==> config.mk <==
export PLATFORM = sky130hd
export DESIGN_NAME = serial_subtractor
export DESIGN_NICKNAME = d
export VERILOG_FILES = /design/src/rtl/serial_subtractor.sv
export SDC_FILE = /design/constraint.sdc
export NUM_CORES = 1
export LEC_CHECK = 0
export BUFFER_PORTS_ARGS = -buffer_cell sky130_fd_sc_hd__buf_2
export CORE_ASPECT_RATIO = 1.4
export CORE_MARGIN = 3
export CORE_UTILIZATION = 45
export DETAILED_ROUTE_END_ITERATION = 7
export PLACE_DENSITY = 0.67
export SLEW_MARGIN = 15
export SYNTH_ARGS = -nofsm -noshare
export SYNTH_HDL_FRONTEND = slang
export SYNTH_SLANG_ARGS = --single-unit
==> constraint.sdc <==
create_clock -name clk -period 2 [get_ports clk]
set_input_delay 0.1 -clock clk [delete_from_list [all_inputs] [get_ports clk]]
set_output_delay 0.1 -clock clk [all_outputs]
set_load 0.02 [all_outputs]
==> src/rtl/serial_subtractor.sv <==
// Bit-serial, LSB-first two's-complement subtractor.
// Computes diff = a - b - borrow_in over WIDTH cycles with one full-subtractor
// cell and a registered borrow. A start/busy/done handshake sequences it.
module serial_subtractor #(
    parameter int unsigned WIDTH = 8
) (
    input  logic             clk,
    input  logic             rst_n,
    input  logic             start,
    input  logic [WIDTH-1:0] a,
    input  logic [WIDTH-1:0] b,
    input  logic             borrow_in,
    output logic             busy,
    output logic             done,
    output logic [WIDTH-1:0] diff,
    output logic             borrow_out,
    output logic             zero
);

    localparam int unsigned CNT_W = (WIDTH > 1) ? $clog2(WIDTH) : 1;
    localparam logic [CNT_W-1:0] LAST_CNT = CNT_W'(WIDTH - 1);

    typedef enum logic [1:0] {
        ST_IDLE = 2'd0,
        ST_RUN  = 2'd1,
        ST_DONE = 2'd2
    } state_t;

    state_t           state_q, state_d;
    logic [WIDTH-1:0] a_sh_q, a_sh_d;
    logic [WIDTH-1:0] b_sh_q, b_sh_d;
    logic [WIDTH-1:0] res_sh_q, res_sh_d;
    logic             brw_q, brw_d;
    logic [CNT_W-1:0] cnt_q, cnt_d;
    logic [WIDTH-1:0] diff_q, diff_d;
    logic             borrow_out_q, borrow_out_d;
    logic             zero_q, zero_d;
    logic             busy_q, busy_d;
    logic             done_q, done_d;

    logic             bit_d_c;
    logic             bit_bo_c;
    logic             last_c;
    logic             load_c;
    logic [WIDTH-1:0] res_next_c;

    // Full-subtractor cell on the current LSBs plus the running borrow
    always_comb begin
        bit_d_c  = a_sh_q[0] ^ b_sh_q[0] ^ brw_q;
        bit_bo_c = (~a_sh_q[0] & b_sh_q[0]) | (~(a_sh_q[0] ^ b_sh_q[0]) & brw_q);
        last_c   = (cnt_q == LAST_CNT);
        load_c   = start && (state_q != ST_RUN);
        res_next_c = {bit_d_c, res_sh_q[WIDTH-1:1]};
    end

    // State register
    always_ff @(posedge clk or negedge rst_n) begin
        if (!rst_n) begin
            state_q <= ST_IDLE;
        end else begin
            state_q <= state_d;
        end
    end

    // Next-state logic; DONE can accept a new start directly
    always_comb begin
        state_d = state_q;
        case (state_q)
            ST_IDLE: begin
                if (start) begin
                    state_d = ST_RUN;
                end
            end
            ST_RUN: begin
                if (last_c) begin
                    state_d = ST_DONE;
                end
            end
            ST_DONE: begin
                state_d = start ? ST_RUN : ST_IDLE;
            end
            default: begin
                state_d = ST_IDLE;
            end
        endcase
    end

    // Datapath and output next values; results change only on entering DONE
    always_comb begin
        a_sh_d       = a_sh_q;
        b_sh_d       = b_sh_q;
        res_sh_d     = res_sh_q;
        brw_d        = brw_q;
        cnt_d        = cnt_q;
        diff_d       = diff_q;
        borrow_out_d = borrow_out_q;
        zero_d       = zero_q;
        busy_d       = (state_d == ST_RUN);
        done_d       = (state_d == ST_DONE);

        if (load_c) begin
            a_sh_d   = a;
            b_sh_d   = b;
            res_sh_d = '0;
            brw_d    = borrow_in;
            cnt_d    = '0;
        end else if (state_q == ST_RUN) begin
            a_sh_d   = a_sh_q >> 1;
            b_sh_d   = b_sh_q >> 1;
            res_sh_d = res_next_c;
            brw_d    = bit_bo_c;
            cnt_d    = last_c ? '0 : cnt_q + CNT_W'(1);
            if (last_c) begin
                diff_d       = res_next_c;
                borrow_out_d = bit_bo_c;
                zero_d       = (res_next_c == '0);
            end
        end
    end

    // Datapath and output registers
    always_ff @(posedge clk or negedge rst_n) begin
        if (!rst_n) begin
            a_sh_q       <= '0;
            b_sh_q       <= '0;
            res_sh_q     <= '0;
            brw_q        <= 1'b0;
            cnt_q        <= '0;
            diff_q       <= '0;
            borrow_out_q <= 1'b0;
            zero_q       <= 1'b0;
            busy_q       <= 1'b0;
            done_q       <= 1'b0;
        end else begin
            a_sh_q       <= a_sh_d;
            b_sh_q       <= b_sh_d;
            res_sh_q     <= res_sh_d;
            brw_q        <= brw_d;
            cnt_q        <= cnt_d;
            diff_q       <= diff_d;
            borrow_out_q <= borrow_out_d;
            zero_q       <= zero_d;
            busy_q       <= busy_d;
            done_q       <= done_d;
        end
    end

    assign busy       = busy_q;
    assign done       = done_q;
    assign diff       = diff_q;
    assign borrow_out = borrow_out_q;
    assign zero       = zero_q;

endmodule
---- Word level (Yosys, flattened, before mapping) ----
Index checks and enable logic that the tools add are counted.
operators by class
  add/sub/neg operators ................... 1
  eq/ne operators ......................... 6
  mux-type cells .......................... 15
  bitwise gates (word level) .............. 8
  reduce and logical (&&, ||, !) cells .... 5
operators by type and width
  kind                                                   number
  two-way mux 8 bit                                      6
  two-way mux 3 bit                                      3
  zero test 8 bit                                        1
  case mux 2 bit (3 select lines)                        1
  equality test 2 x 1 -> 1 bit, second input constant    2
  equality test 2 bit, second input constant             2
  two-way mux 2 bit                                      2
  adder 3 x 1 -> 3 bit, second input constant            1
  equality test 3 bit, second input constant             1
  two-way mux 1 bit                                      3
  inverter 1 bit                                         3
  AND reduction 3 bit                                    1
  bitwise AND 1 bit                                      2
  zero test 2 bit                                        1
  inequality test 2 x 1 -> 1 bit, second input constant  1
  nonzero test 2 bit                                     1
  bitwise XOR 1 bit                                      2
  logical AND 1 bit                                      1
  OR 1 bit                                               1
word-level totals
  flip-flop bits (word level) ............. 42
  input bits .............................. 20
  output and inout bits ................... 12
  word-level logic and storage cells ...... 46

---- Logic depth before layout (Yosys ltp) ----
  word-level depth ........................ 6
  depth in mapped cells ................... 6
  depth with buffers taken out ............ 5

---- Worst setup path before layout ----
No wires, ideal clock.
  path kind ............................... flip-flop to flip-flop
  from .................................... register cnt_q[0]
  to ...................................... register diff_q[4] (netlist: diff[4])
  library setup time ...................... 125 ps
  data arrival time ....................... 1,349 ps
  data required time ...................... 1,875 ps
  path slack .............................. 526 ps
  cell stages (with the launch flop) ...... 6
  buffers on the path ..................... 1
  clock period less this slack ............ 1,474 ps
  path through ............................ dfrtp_1 ha_1 ha_1 nand3b_4 buf_6 mux2_4
between the ends
  longest elaborated chain between the ends .. 2
RTL lines
  item                           RTL line  RTL
  start: declaration             34        logic [CNT_W-1:0] cnt_q, cnt_d;
  start signal: assignment       139       cnt_q <= cnt_d;
  equality test 3 bit            51        last_c = (cnt_q == LAST_CNT);
  AND reduction 3 bit (no line)  -
  end signal: assignment         140       diff_q <= diff_d;
  end: declaration               35        logic [WIDTH-1:0] diff_q, diff_d;
Every way passes these cells.
A chain may end at the register's enable or synchronous reset.

---- Worst setup path after layout ----
  from .................................... register cnt_q[0]
  to ...................................... register diff_q[3] (netlist: diff[3])
Same word-level chain as after synthesis.

==> flow_summary.ini <==
[timing]
slew_headroom_pct = 41.7
min_period_over_period_pct = 78.5
setup_viol = 0
max_clock_freq_mhz = 637
tightest_slew_ps = 875
finalHoldViolations = 0
rsz0062_at_grt = no
fin_crit_ps = 1570
fin_skew_ps = 5.55
finalSetupTns_ps = 0
holdWs_ps = 56.2
slew_viol_final = 0

[drt]
wl_per_cell_um = 13.8
firstDrtPassIters = 4
wl_mm = 3.20
drc = 0
vias_per_cell = 5.13
initialDrtViolationCount = 27
route.vias.total = 1185
drtAntennaViolNets = 0

[worst_setup_path]
cp-start-kind = register
worstSetupPathType = reg2reg
crit_chain = ha_1, ha_1, nand3b_4, mux2_2
cp-startpoint = cnt_q[0]$_DFFE_PN0P_
cp_max_fo = 14
r2r_start = cnt_q[0]$_DFFE_PN0P_
cp.required_ps = 2170
worstPathArrival_ps = 1740
cpPeakStageDelay_ps = 400
cp_common_cell = ha_1
slowest_stage = dfrtp_1
crit_path_end_kind = register

[cells_and_area]
fin_nets = 212
n_fill_cell = 343
final_cells = 231
syn_to_final_growth_pct = 13.7
drive_gt1_share_pct = 25.4
diodes = 0

[yosys]
ys_types = 23
synth.avg_cell_area_um2 = 11.4
ys_ff_latch = 41
yosys_warnings = 0
synthesis.nets = 181
yosys.area.top_type = dfrtp_1
yosysSeqAreaShare_pct = 57.0
synthesis.area_mm2 = 0.00180
synth_top_area_share_pct = 57.0
netlist_instances = 158
synth_area_leaders = dfrtp_1, mux2i_1, nand2_1

[placed_design]
hpwl_mm = 2.25
place_inst = 223
gp_congestion = 0.718
port_buffers = 31

[clock_network]
clock_path_buffers = 2
htreeDepth = 2
clockRootBuffer = clkbuf_8
cts_tree = done
path_clk_slew_ps = 70
clock_sinks = 41
clock_latency_ps = 290
cts_resized = 0
cts_buffers = 5

[floorplanning]
core_mm2 = 0.00374
fp.dieW_um = 59.4
pin_count = 32
start_util_pct = 48.1
rows = 26
fp.dieArea_mm2 = 0.00480
die_h_um = 80.8

[power_and_ir_drop]
p_per_area_mw_per_mm2 = 1480
leakagePower_uw = 0.00105
ir_drop_v = 0.000801

[hold_path]
min_from = b[7]
hold_path.class = in2reg

[global_route]
grt_usage_pct = 15.8
grt_pass1_vias = 1258
antenna_found_initial = 0
grt_overflow = 0
grt_max_degree = 54
grt_pass1_wl_mm = 5.62

[job]
cap_violations = 0

[outcome]
status = finished, final reports clean
## layer usage
layer | track usage [%] | vias up | wire length (um)
met2 | 26.0 | 32 | 1620
met4 | 6.80 | 0 | 65
met1 | 18.8 | 557 | 1350
met3 | 4.77 | 6 | 161
li1 | - | 590 | -
met5 | 0 | - | 0
## Yosys cell counts
library cell	count
a211oi_1	1
a21oi_1	1
a22o_1	1
and2b_1	1
buf_2	2
buf_4	4
buf_6	4
dfrtp_1	41
fa_1	1
ha_1	2
inv_1	6
mux2_2	4
mux2_4	4
mux2i_1	16
nand2_1	34
nand3b_1	1
nand3b_4	1
nor2_1	4
nor2b_1	1
nor4_1	2
o21ai_0	24
o21ai_1	1
o22ai_1	2
## cells in the final DEF, fill, tap and decap left out, types with 2 or more instances in the layout
cell	count
mux2_2	4
inv_1	6
nand2_1	34
nor2_1	4
mux2i_1	16
o21ai_0	24
buf_2	31
o22ai_1	2
mux2_4	4
ha_1	2
clkbuf_8	6
dfrtp_1	41
nor4_1	2
## flip-flops by register name, indices dropped and copies added, names as in the netlist, 2 cells and up
signal	cells
cnt_q	3
b_sh_q	8
res_sh_q	7
state_q	2
diff	8
a_sh_q	8
## area by class of cell
cell class	instances	area [um^2]	share of cell area [%]
Sequential cell	41	1030	50.2
Timing Repair Buffer	34	193	9.42
Clock buffer	7	86.3	4.22
Inverter	6	22.5	1.10
Tap cell	42	52.6	2.57
Multi-Input combinational cell	101	666	32.5
## final timing paths
path	cells past startpoint	slack, ps	to
max reg2reg	4	430	diff[3]$_DFFE_PN0P_
min reg2reg	2	480	borrow_out$_DFFE_PN0P_
max	4	430	diff[3]$_DFFE_PN0P_
min in group asynchronous	2	470	b_sh_q[2]$_DFFE_PN0P_
max in group asynchronous	2	990	cnt_q[1]$_DFFE_PN0P_
min	3	60	b_sh_q[7]$_DFFE_PN0P_
## report_power, final
part / internal [uW] / switching, uW / leakage, uW
clock network: 274 / 259 / 0.0000443
registers: 1180 / 225 / 0.000520
logic: 478 / 618 / 0.000487
## stage by stage
stage          utilization [%]  total power [uW]  area, um^2  setup WS [ps]
5_1_grt                   54.7              3290        2050            368
6_report                  54.7              3030        2050            429
3_5_place_dp              52.1              2540        1950            424
2_1_floorplan                -              2250        1800            526
3_3_place_gp              52.1              2460        1950            503
4_1_cts                   54.7              3080        2050            412
## critical path: cells and delay by family (launching register included)
kind / cells / cell delay, ps
fa+ha+maj: 2 / 470
flops: 1 / 400
mux: 1 / 360
simple gates: 1 / 220
## logic make-up (layout without fill, tap and decap cells)
family,Yosys count,count (layout),synth area share (%)
adder cells (fa/ha/maj),3,3,2.50
flip-flops,41,41,57.0
multiplexers,24,24,14.7
AO/OA/AOI/OAI,30,30,8.83
buffers and inverters,16,47,5.98
AND/OR/NAND/NOR,44,44,10.9
## timing repair
| item | in CTS | in global routing |
|---|---|---|
| hold endpoints to repair | 41 | 0 |
| hold buffers | 1 | 0 |
| buffers inserted | 0 | 0 |
Note: power is estimated with default switching activity, not from simulation.
